### src/rtl/i2c_slave_control.sv
// Bit-level I2C slave engine: synchronizes SCL/SDA, detects START/STOP, receives the
// address and moves data bytes to/from the attached memory via Enable/RorW handshake.
module i2c_slave_control #(
    parameter int unsigned ADDRESSLENGTH = 7,
    parameter int unsigned SYNCSTAGES    = 2
) (
    input  logic                     Clk,
    input  logic                     Reset,
    input  logic                     SCL,
    input  logic                     SDA,
    output logic                     SDA_oe,
    output logic                     Enable,
    output logic                     RorW,
    output logic [ADDRESSLENGTH-1:0] DirectionBuffer,
    output logic [7:0]               InputBuffer,
    input  logic [7:0]               OutputBuffer,
    input  logic                     AddressFound,
    output logic                     Busy
);

    typedef enum logic [2:0] {
        S_IDLE, S_ADDR, S_ADDR_ACK, S_WR_DATA, S_WR_ACK, S_RD_DATA, S_RD_ACK, S_WAIT_STOP
    } state_t;

    logic [SYNCSTAGES-1:0] scl_sync_q, sda_sync_q;
    logic                  scl_hist_q, sda_hist_q;
    logic                  scl_s, sda_s, scl_rise, scl_fall, start_p, stop_p;

    state_t                     state_q, state_d;
    logic [3:0]                 cnt_q, cnt_d;
    logic [7:0]                 shift_q, shift_d, inbuf_q, inbuf_d, rx_byte;
    logic [ADDRESSLENGTH-1:0]   dir_q, dir_d;
    logic                       oe_q, oe_d, en_q, en_d, rorw_q, rorw_d, busy_q, busy_d;
    logic                       first_q, first_d;

    // Synchronizers reset to the idle-high bus level so release of reset makes no edge
    always_ff @(posedge Clk or posedge Reset) begin
        if (Reset) begin
            scl_sync_q <= '1;
            sda_sync_q <= '1;
            scl_hist_q <= 1'b1;
            sda_hist_q <= 1'b1;
        end else begin
            scl_sync_q <= {scl_sync_q[SYNCSTAGES-2:0], SCL};
            sda_sync_q <= {sda_sync_q[SYNCSTAGES-2:0], SDA};
            scl_hist_q <= scl_s;
            sda_hist_q <= sda_s;
        end
    end

    assign scl_s    = scl_sync_q[SYNCSTAGES-1];
    assign sda_s    = sda_sync_q[SYNCSTAGES-1];
    assign scl_rise = scl_s & ~scl_hist_q;
    assign scl_fall = ~scl_s & scl_hist_q;
    assign start_p  = scl_s & scl_hist_q & sda_hist_q & ~sda_s;
    assign stop_p   = scl_s & scl_hist_q & ~sda_hist_q & sda_s;
    assign rx_byte  = {shift_q[6:0], sda_s};

    always_ff @(posedge Clk or posedge Reset) begin
        if (Reset) begin
            state_q <= S_IDLE;
            cnt_q   <= '0;
            shift_q <= '0;
            inbuf_q <= '0;
            dir_q   <= '0;
            oe_q    <= 1'b0;
            en_q    <= 1'b0;
            rorw_q  <= 1'b0;
            busy_q  <= 1'b0;
            first_q <= 1'b0;
        end else begin
            state_q <= state_d;
            cnt_q   <= cnt_d;
            shift_q <= shift_d;
            inbuf_q <= inbuf_d;
            dir_q   <= dir_d;
            oe_q    <= oe_d;
            en_q    <= en_d;
            rorw_q  <= rorw_d;
            busy_q  <= busy_d;
            first_q <= first_d;
        end
    end

    always_comb begin
        state_d = state_q;
        cnt_d   = cnt_q;
        shift_d = shift_q;
        inbuf_d = inbuf_q;
        dir_d   = dir_q;
        oe_d    = oe_q;
        rorw_d  = rorw_q;
        busy_d  = busy_q;
        en_d    = 1'b0;
        first_d = 1'b0;
        if (stop_p) begin
            state_d = S_IDLE;
            oe_d    = 1'b0;
            busy_d  = 1'b0;
        end else if (start_p) begin
            state_d = S_ADDR;
            oe_d    = 1'b0;
            cnt_d   = '0;
            busy_d  = 1'b1;
        end else begin
            unique case (state_q)
                S_IDLE: oe_d = 1'b0;
                S_ADDR: begin
                    if (scl_rise && cnt_q != 4'd8) begin
                        shift_d = rx_byte;
                        cnt_d   = cnt_q + 4'd1;
                        if (cnt_q == 4'd7) begin
                            dir_d  = rx_byte[7:1];
                            rorw_d = ~sda_s;
                        end
                    end else if (scl_fall && cnt_q == 4'd8) begin
                        oe_d    = AddressFound;
                        state_d = AddressFound ? S_ADDR_ACK : S_WAIT_STOP;
                        first_d = AddressFound;
                    end
                end
                S_ADDR_ACK: begin
                    // Read: fetch the first byte early so OutputBuffer is settled by the ACK falling edge
                    en_d = first_q & ~rorw_q;
                    if (scl_fall) begin
                        if (rorw_q) begin
                            oe_d    = 1'b0;
                            cnt_d   = '0;
                            state_d = S_WR_DATA;
                        end else begin
                            shift_d = OutputBuffer;
                            oe_d    = ~OutputBuffer[7];
                            cnt_d   = 4'd1;
                            state_d = S_RD_DATA;
                        end
                    end
                end
                S_WR_DATA: begin
                    if (scl_rise && cnt_q != 4'd8) begin
                        shift_d = rx_byte;
                        cnt_d   = cnt_q + 4'd1;
                        if (cnt_q == 4'd7) inbuf_d = rx_byte;
                    end else if (scl_fall && cnt_q == 4'd8) begin
                        en_d    = 1'b1;
                        oe_d    = 1'b1;
                        state_d = S_WR_ACK;
                    end
                end
                S_WR_ACK: begin
                    if (scl_fall) begin
                        oe_d    = 1'b0;
                        cnt_d   = '0;
                        state_d = S_WR_DATA;
                    end
                end
                S_RD_DATA: begin
                    if (scl_fall) begin
                        if (cnt_q == 4'd8) begin
                            oe_d    = 1'b0;
                            state_d = S_RD_ACK;
                        end else begin
                            oe_d    = ~shift_q[6];
                            shift_d = {shift_q[6:0], 1'b0};
                            cnt_d   = cnt_q + 4'd1;
                        end
                    end
                end
                S_RD_ACK: begin
                    if (scl_rise) begin
                        if (sda_s) state_d = S_WAIT_STOP;
                        else       en_d    = 1'b1;
                    end else if (scl_fall) begin
                        shift_d = OutputBuffer;
                        oe_d    = ~OutputBuffer[7];
                        cnt_d   = 4'd1;
                        state_d = S_RD_DATA;
                    end
                end
                S_WAIT_STOP: oe_d = 1'b0;
                default: state_d = S_IDLE;
            endcase
        end
    end

    assign SDA_oe          = oe_q;
    assign Enable          = en_q;
    assign RorW            = rorw_q;
    assign DirectionBuffer = dir_q;
    assign InputBuffer     = inbuf_q;
    assign Busy            = busy_q;

endmodule

### config.mk
export PLATFORM = sky130hd
export DESIGN_NAME = i2c_slave_control
export DESIGN_NICKNAME = d
export VERILOG_FILES = /design/src/rtl/i2c_slave_control.sv
export SDC_FILE = /design/constraint.sdc
export NUM_CORES = 1
export LEC_CHECK = 0
export ABC_AREA = 0
export ABC_CLOCK_PERIOD_IN_PS = 2500
export BUFFER_PORTS_ARGS = -buffer_cell sky130_fd_sc_hd__buf_2
export CORE_UTILIZATION = 55
export CTS_BUF_LIST = sky130_fd_sc_hd__clkbuf_2 sky130_fd_sc_hd__clkbuf_4 sky130_fd_sc_hd__clkbuf_8
export DETAILED_ROUTE_END_ITERATION = 10
export GPL_TIMING_DRIVEN = 1
export PLACE_DENSITY = 0.79
export SLEW_MARGIN = 20
export SYNTH_ARGS = -nofsm -noshare
export SYNTH_HDL_FRONTEND = slang
export SYNTH_SLANG_ARGS = --single-unit
### constraint.sdc
create_clock -name Clk -period 2.5 [get_ports Clk]
set_input_delay 0.25 -clock Clk [delete_from_list [all_inputs] [get_ports Clk]]
set_output_delay 0.25 -clock Clk [all_outputs]
set_load 0.01 [all_outputs]
After elaboration in Yosys (flattened, before gate mapping)
Cells that the tools add are included.
Widths: inputs -> output; s select.

cells by class
  add/subtract/negate cells = 1
  multiplexer cells = 62
  $lt $le $gt $ge = 0
  reductions and logical operators = 15
  shifts and indexed selects = 0
  bitwise gates (word level) = 17
  div/mod/pow operators = 0
  multipliers = 0
  equality and inequality tests = 36

operators with widths
  kind                 count
  $mux 7               7
  $mux 3               15
  $ne 4x4->1 const B   11
  $mux 4               8
  $pmux 7 s4           1
  $mux 1               27
  $pmux 4 s5           1
  $ne 3x3->1 const B   6
  $pmux 3 s6           1
  $reduce_and 9->1     2
  $eq 3x3->1 const B   4
  $ne 2x2->1 const B   6
  $reduce_and 11->1    1
  $ne 5x5->1 const B   2
  $reduce_and 10->1    1
  $reduce_and 5->1     2
  $not 1->1            9
  $and 1x1->1          8
  $reduce_bool 8->1    1
  $pmux 1 s7           1
  $eq 3x2->1 const B   2
  $reduce_bool 6->1    1
  $add 4x1->4 const B  1
  $eq 4x3->1 const B   1
  other kinds (10)     12

word-level totals
  bits in latches = 0
  memory bits (read-only) = 0
  logic and storage cells = 145
  memories = 0
  input port bits = 13
  bits in registers = 40
  output and inout port bits = 19
  memory bits (writable) = 0

Depth between registers and ports, before layout
Gate-level depths: netlist (run 1).

  depth after elaboration = 8
  mapped depth = 9
  gate-level depth less buffers = 7

Least setup slack after synthesis (run 1)
OpenSTA, ideal clock, no wires.

  kind = reg-to-reg
  start point = register scl_sync_q[1]
  end point = register dir_q[0] (netlist: DirectionBuffer[0])
  cell stages (with the launch flop) = 6
  path slack = 0.464 ns
  required time = 2.375 ns
  arrival time = 1.911 ns
  period minus slack after synthesis = 2.036 ns
  path through = dfstp_2 -> ha_1 -> clkbuf_1 -> nand4b_1 -> nor4_4 -> mux2_2

on the way
  cells in the longest elaborated chain, start to end = 5

RTL lines
  element                                              RTL line  text
  start, declared                                      25        logic [SYNCSTAGES-1:0] scl_sync_q, sda_sync_q;
  start signal, assigned                               44        scl_sync_q <= {scl_sync_q[SYNCSTAGES-2:0], SCL};
  $and 1x1->1                                          55, 56
  $and 1x1->1, on equally long branches (2 in series)  55, 56
  $not 1->1 (no line)                                  -
  $reduce_and 5->1 (no line) *                         -
  end signal, assigned                                 76        dir_q <= dir_d;
  end, declared                                        32        logic [ADDRESSLENGTH-1:0] dir_q, dir_d;

Every way passes the cells marked *; elsewhere a longest branch is shown, timed or not.
A chain may end at the register's enable or synchronous reset.

Worst setup path after layout (run 1)
  start point = register scl_sync_q[1]
  end point = register inbuf_q[7] (netlist: InputBuffer[7])

on the way
  cells in the longest elaborated chain, start to end = 5

RTL lines
  element                                              RTL line  text
  $and 1x1->1                                          55, 56
  $and 1x1->1, on equally long branches (2 in series)  55, 56
  $not 1->1 (no line)                                  -
  $reduce_and 5->1 (no line) *                         -
  end signal, assigned                                 75        inbuf_q <= inbuf_d;
  end, declared                                        31        logic [7:0] shift_q, shift_d, inbuf_q, inbuf_d, rx_byte;

Marks and branches as above.

==> metrics.md, run 1 <==
| Metric | Value |
|---|---|
| Synth Area in Adders | `2.870%` |
| Critical path cell sequence | `ha_1 > nand4b_1 > nor4_4 > mux2_2` |
| Cell count after synthesis | `213` |
| Initial antenna violation count | `0` |
| Worst-margin pin slew | `0.5661 ns` |
| Slowest stage cell, crit path | `dfstp_2` |
| Mapped cell area | `0.002180 mm²` |
| Max Freq | `454.2 MHz` |
| Vias in the first global route | `1694` |
| FP Rows | `22` |
| Post-route minimum period | `2.202 ns` |
| Grt total ovfl | `0` |
| CTS tree | `done` |
| Status | `completed` |
| Post-synthesis register bit count | `40` |
| Hold WC Path Type | `input port to asynchronous set/reset pin` |
| RePlAce Congestion | `0.9685` |
| Worst EP required | `2.68 ns` |
| Fin Setup TNS | `0 ns` |
| CP Launch Type | `flop` |
| Post-CTS Hold Buffers | `0` |
| Most common cell in the netlist | `dfrtp_1` |
| # DRC | `0` |
| CTS Buf Count | `5` |
| Max incr delay on CP | `0.56 ns` |
| Post-CTS Setup Repair Bufs | `0` |
| Routed len/inst | `16.53 µm` |
| Initial Util | `58.22%` |
| Setup violations, final | `0` |
| Total Wirelength | `4876 µm` |
| Max clock buf depth | `2` |
| Cells taking the most area after synthesis | `dfrtp_1 (39%), mux2_2 (8.8%), dfstp_2 (7.2%), a21oi_1 (3.7%), mux2i_1 (3.7%)` |
| Synth Area in Compound Gates | `15.15%` |
| Pwr Density | `1011 mW/mm²` |
| Avg Vias per Cell | `6.207` |
| Clk_lat worst skew | `0.29 ns` |
| Post-DRT Antenna Nets | `0` |
| Largest net degree at the start of global routing | `41` |
| Post-Syn Nets | `231` |
| Largest family of logic cells by synthesized area | `simple AND/OR/NAND/NOR gates` |
| Commonest cells post-synth | `dfrtp_1 (34), mux2_2 (17), a21oi_1 (16), nand2_1 (16), nor2_1 (15)` |
| First-pass detailed-route iteration total | `5` |
| Die height | `64.95 µm` |
| Fin Hold WS | `0.04958 ns` |
| Post-DP HPWL | `3437 µm` |
| 1st-iter DRT viols | `216` |
| Crit Path Class | `flop to flop` |
| Leak Pwr | `1.188 nW` |
| RSZ-0062 raised after global routing | `false` |
| YS warnings | `0` |
| Resized cells post-CTS | `0` |
| Arrival time worst endpoint | `2.38 ns` |
| Synth-to-layout area growth | `14.29%` |
| Clock tree sinks | `40` |
| Die width | `64.95 µm` |
| Clk_skew | `0.004918 ns` |
| Syn avg cell area | `10.23 µm²` |
| Worst-path fanout max | `8` |
| CTS clk-pin slew, worst paths | `0.07 ns` |
| Element type at the critical path end | `flop` |
| Maxcap violations | `0` |
| Sequential-to-total area share from yosys stat | `46.27%` |
| Die area | `0.004219 mm²` |
| Post-synth ARST share | `100.0%` |
| Placed Instances | `287` |
| Final std cells w/o fill | `295` |
| EDFF count, synth | `0` |
| Clock tree root buffer cell | `clkbuf_8` |
| # IOs | `32` |
| Synth Area in Simple Gates | `19.12%` |
| Yosys top cell by area | `dfrtp_1` |
| Maximum VDD drop | `494.3 µV` |
| Share of layout cells above drive strength 1 | `30.77%` |
| Pwr Total | `2.519 mW` |
| Synth Area in XOR/XNOR | `0%` |
| Share of the synthesized area in the top cell type | `39.04%` |
| Port buffer count | `31` |
| Final Hold Viols | `0` |
| ANT cells | `0` |
| Max Slew Vio Count | `0` |
| Tcrit/Tclk final | `88.07%` |
| GRT Total Usage | `26.66%` |
| Htree depth | `2` |
| First-pass GRT wire length | `8307 µm` |
| Post-synthesis cell type count | `45` |
| NumNets Final | `264` |
| Mux contribution to synthesized area | `12.46%` |
| Vias | `1831` |
| Slew HR | `61.98%` |
| Ys flop type | `dfrtp_1` |
| Core Area | `0.003744 mm²` |
| Finished Core Util | `66.54%` |
==> where the power goes <==
group          leakage, nW  internal (mW)  switching, mW
combinational        0.639          0.482          0.682
clock               0.0446          0.206          0.221
sequential           0.505          0.779          0.149
total                 1.19           1.47           1.05
==> metrics by stage <==
step	area [µm²]	setup slack [ns]
global route	2491	0.1382
CTS	2491	0.2907
floorplan	2180	0.4643
global placement	2402	0.3879
finish	2491	0.2981
detailed placement	2402	0.3027
==> layout make-up <==
class | instances | area [µm²]
Fill cell | 294 | 1252
Multi-Input combinational cell | 150 | 1081
Sequential cell | 40 | 1008
Timing Repair Buffer | 39 | 215.2
Clock buffer | 6 | 76.32
Tap cell | 48 | 60.06
Inverter | 10 | 37.54
Clock inverter | 2 | 12.51
==> path summary, 6_finish.rpt <==
path                       cells past startpoint  slack, ns                        endpoint                    start
hold / removal                                 3       0.05  DirectionBuffer[0]$_DFFE_PP0P_                    Reset
setup reg to reg                               4       0.30      InputBuffer[7]$_DFFE_PP0P_  scl_sync_q[1]$_DFF_PP1_
hold reg to reg                                0       0.36         scl_sync_q[1]$_DFF_PP1_  scl_sync_q[0]$_DFF_PP1_
max in group asynchronous                      3       2.09         sda_sync_q[1]$_DFF_PP1_                    Reset
min in group Clk                               1       0.05         sda_sync_q[0]$_DFF_PP1_                      SDA
setup / recovery                               4       0.30      InputBuffer[7]$_DFFE_PP0P_  scl_sync_q[1]$_DFF_PP1_
==> cells by family (layout without fill, tap and decap cells) <==
kind of cell | Yosys count | count (layout)
AND/OR/NAND/NOR | 70 | 70
AO/OA/AOI/OAI | 50 | 50
flip-flops | 40 | 40
multiplexers | 25 | 25
buffers and inverters | 23 | 57
adder cells (fa/ha/maj) | 5 | 5
==> worst max-delay path: cells and delay by family (launching register included) <==
| family | cells | cell delay, ns |
|---|---|---|
| adders and majority gates | 1 | 0.34 |
| muxes | 1 | 0.40 |
| and+or+nand+nor | 2 | 0.80 |
| DFF | 1 | 0.56 |
==> registers in the layout, summed over array words and instances, names as in the netlist <==
register,flops
InputBuffer,8
DirectionBuffer,7
shift_q,7
cnt_q,4
state_q,3
scl_sync_q,2
sda_sync_q,2
Busy,1
Enable,1
RorW,1
SDA_oe,1
first_q,1
scl_hist_q,1
sda_hist_q,1
==> per-layer routing <==
metal | GRT usage, % | up-vias | wire length [µm]
met2 | 41.93 | 101 | 2275
li1 | - | 836 | -
met3 | 5.810 | 13 | 363
met1 | 35.89 | 881 | 2131
met4 | 10.28 | 0 | 106
met5 | 0 | - | 0
==> cell usage in the layout (no fill, tap or decap), types with 6 or more instances in the layout <==
master / instances
buf_4: 8
inv_1: 10
mux2i_1: 8
dfrtp_1: 34
buf_2: 31
nand2_1: 16
dfstp_2: 6
o21ai_0: 8
mux2_2: 17
a21oi_1: 16
nor2_1: 15
(Power assumes the default switching activity.)
==> inputs of run 2 (changes only) <==
- CORE_MARGIN: unset -> 4
- CORE_UTILIZATION: 55 -> 46
- PLACE_DENSITY: 0.79 -> 0.69
==> run 2 against run 1 <==
Net effect:
- sequential power is 3.9% lower
- clock power increased by 3%
- first-iteration DRC count grew 9.7%
- routed wire length is 1.2% higher
- clock skew grew 0.0040 ns
- via count fell by 2.1%
- register-to-register slack gained 0.02 ns
- sequential cell count unchanged
- hold slack gained 0.0023 ns
- critical endpoint unchanged
==> metrics.md, run 2 (synthesized netlist as in run 1, its figures left out) <==
| Metric | Value |
|---|---|
| Fin Setup TNS | `0 ns` |
| Clock tree root buffer cell | `clkbuf_8` |
| Most common cell after layout, fill and taps aside | `dfrtp_1` |
| Post-CTS Setup Repair Bufs | `0` |
| 1st-iter DRT viols | `237` |
| Post-DRT Antenna Nets | `0` |
| Sw frac | `41.15%` |
| Max reg flops | `8` |
| First-pass GRT wire length | `8618 µm` |
| Tcrit/Tclk final | `87.30%` |
| Max Freq | `458.2 MHz` |
| CTS clk-pin slew, worst paths | `0.08 ns` |
| Setup violations, final | `0` |
| Share of layout cells above drive strength 1 | `31.05%` |
| Hold WC Path Type | `input port to flop` |
| Leak Pwr | `1.194 nW` |
| Power share of the clock group | `17.6%` |
| Die height | `76.84 µm` |
| Max clock buf depth | `2` |
| Worst EP required | `2.68 ns` |
| Post-DP HPWL | `3506 µm` |
| Core Area | `0.004474 mm²` |
| RSZ-0062 raised after global routing | `false` |
| Initial antenna violation count | `0` |
| Post-route minimum period | `2.182 ns` |
| Clock tree sinks | `40` |
| CTS tree | `done` |
| ANT cells | `0` |
| Slew HR | `65.72%` |
| RePlAce Congestion | `0.9491` |
| Maxcap violations | `0` |
| Die area | `0.005904 mm²` |
| Crit Path Class | `flop to flop` |
| # DRC | `0` |
| FP Rows | `24` |
| CP Launch Type | `flop` |
| Synth-to-layout area growth | `15.04%` |
| Die width | `76.84 µm` |
| Status | `completed` |
| Combinational share of power | `46.7%` |
| Clk_skew | `0.008881 ns` |
| Finished Core Util | `56.04%` |
| # IOs | `32` |
| Arrival time worst endpoint | `2.36 ns` |
| First-pass detailed-route iteration total | `5` |
| Htree depth | `2` |
| Port buffer count | `31` |
| NumNets Final | `265` |
| Resized cells post-CTS | `0` |
| Grt total ovfl | `0` |
| Pwr Density | `997.0 mW/mm²` |
| Sw power | `1.029 mW` |
| Maximum VDD drop | `490.3 µV` |
| GRT Total Usage | `17.85%` |
| Avg Vias per Cell | `5.977` |
| Final Hold Viols | `0` |
| Element type at the critical path end | `flop` |
| CTS Buf Count | `5` |
| Internal power | `1.471 mW` |
| Routed len/inst | `16.45 µm` |
| Vias in the first global route | `1811` |
| Max Slew Vio Count | `0` |
| Commonest non-fill, non-tap cells in the layout | `dfrtp_1 (34), buf_2 (31), mux2_2 (17)` |
| Total Wirelength | `4936 µm` |
| Vias | `1793` |
| Initial Util | `48.71%` |
| Post-CTS Hold Buffers | `0` |
| Clk_lat worst skew | `0.29 ns` |
| Seq pwr share | `35.7%` |
| Worst-margin pin slew | `0.5142 ns` |
| Largest net degree at the start of global routing | `41` |
| Worst-path fanout max | `8` |
-- run 2: cell types whose count changed in the layout (fill, tap and decap cells not counted) --
cell,previous run,this run
clkinv_2,1,0
clkinv_4,0,1
buf_4,8,9
-- run 2: path summary, 6_finish.rpt --
path	endpoint	slack [ns]	startpoint	cells after the start
min in group asynchronous	DirectionBuffer[0]$_DFFE_PP0P_	0.06	Reset	3
max	InputBuffer[7]$_DFFE_PP0P_	0.32	scl_sync_q[1]$_DFF_PP1_	5
max reg2reg	InputBuffer[7]$_DFFE_PP0P_	0.32	scl_sync_q[1]$_DFF_PP1_	5
min reg2reg	scl_sync_q[1]$_DFF_PP1_	0.36	scl_sync_q[0]$_DFF_PP1_	0
min	sda_sync_q[0]$_DFF_PP1_	0.05	SDA	1
max in group asynchronous	cnt_q[3]$_DFFE_PP0P_	2.06	Reset	3
-- run 2: power by group through the flow --
stage,sequential [mW],combinational (mW),clock [mW]
5_1_grt,0.912,1.31,0.489
6_report,0.892,1.17,0.440
3_3_place_gp,0.904,1.15,0
2_1_floorplan,0.881,0.896,0
3_5_place_dp,0.905,1.15,0
4_1_cts,0.892,1.16,0.452
-- run 2: stage by stage --
step	std cells	instance area [µm²]	hold WS, ns	worst slack (ns)	total power [mW]
global route	300	2507	0.03206	0.2033	2.708
CTS	300	2507	0.04452	0.3023	2.508
finish	300	2507	0.05193	0.3176	2.500
floorplan	213	2180	0.2545	0.4643	1.777
detailed placement	292	2415	0.3472	0.3115	2.060
global placement	292	2415	0.3466	0.4075	2.054
-- run 2: per-layer routing --
| metal | up-vias | track usage, % | wire length [µm] |
|---|---|---|---|
| met5 | - | 0 | 0 |
| met4 | 0 | 4.710 | 46 |
| met3 | 6 | 3.981 | 377 |
| met2 | 83 | 29.44 | 2338 |
| met1 | 870 | 23.64 | 2173 |
| li1 | 834 | - | - |
-- run 2: area by class of cell --
cell class                 count  area (µm²)
tap                           52       65.06
clock inverter                 2       16.27
multi-input combinational    150        1081
clock buffer                   6       76.32
inverter                      10       37.54
timing repair buffer          40       222.7
fill                         402        1967
sequential                    40        1008
-- run 2: critical path: stages (launching register included) --
cell	delay, ns
dfstp_2	0.57
ha_1	0.34
nand4b_1	0.29
nor4_4	0.32
buf_4	0.22
mux2_2	0.34
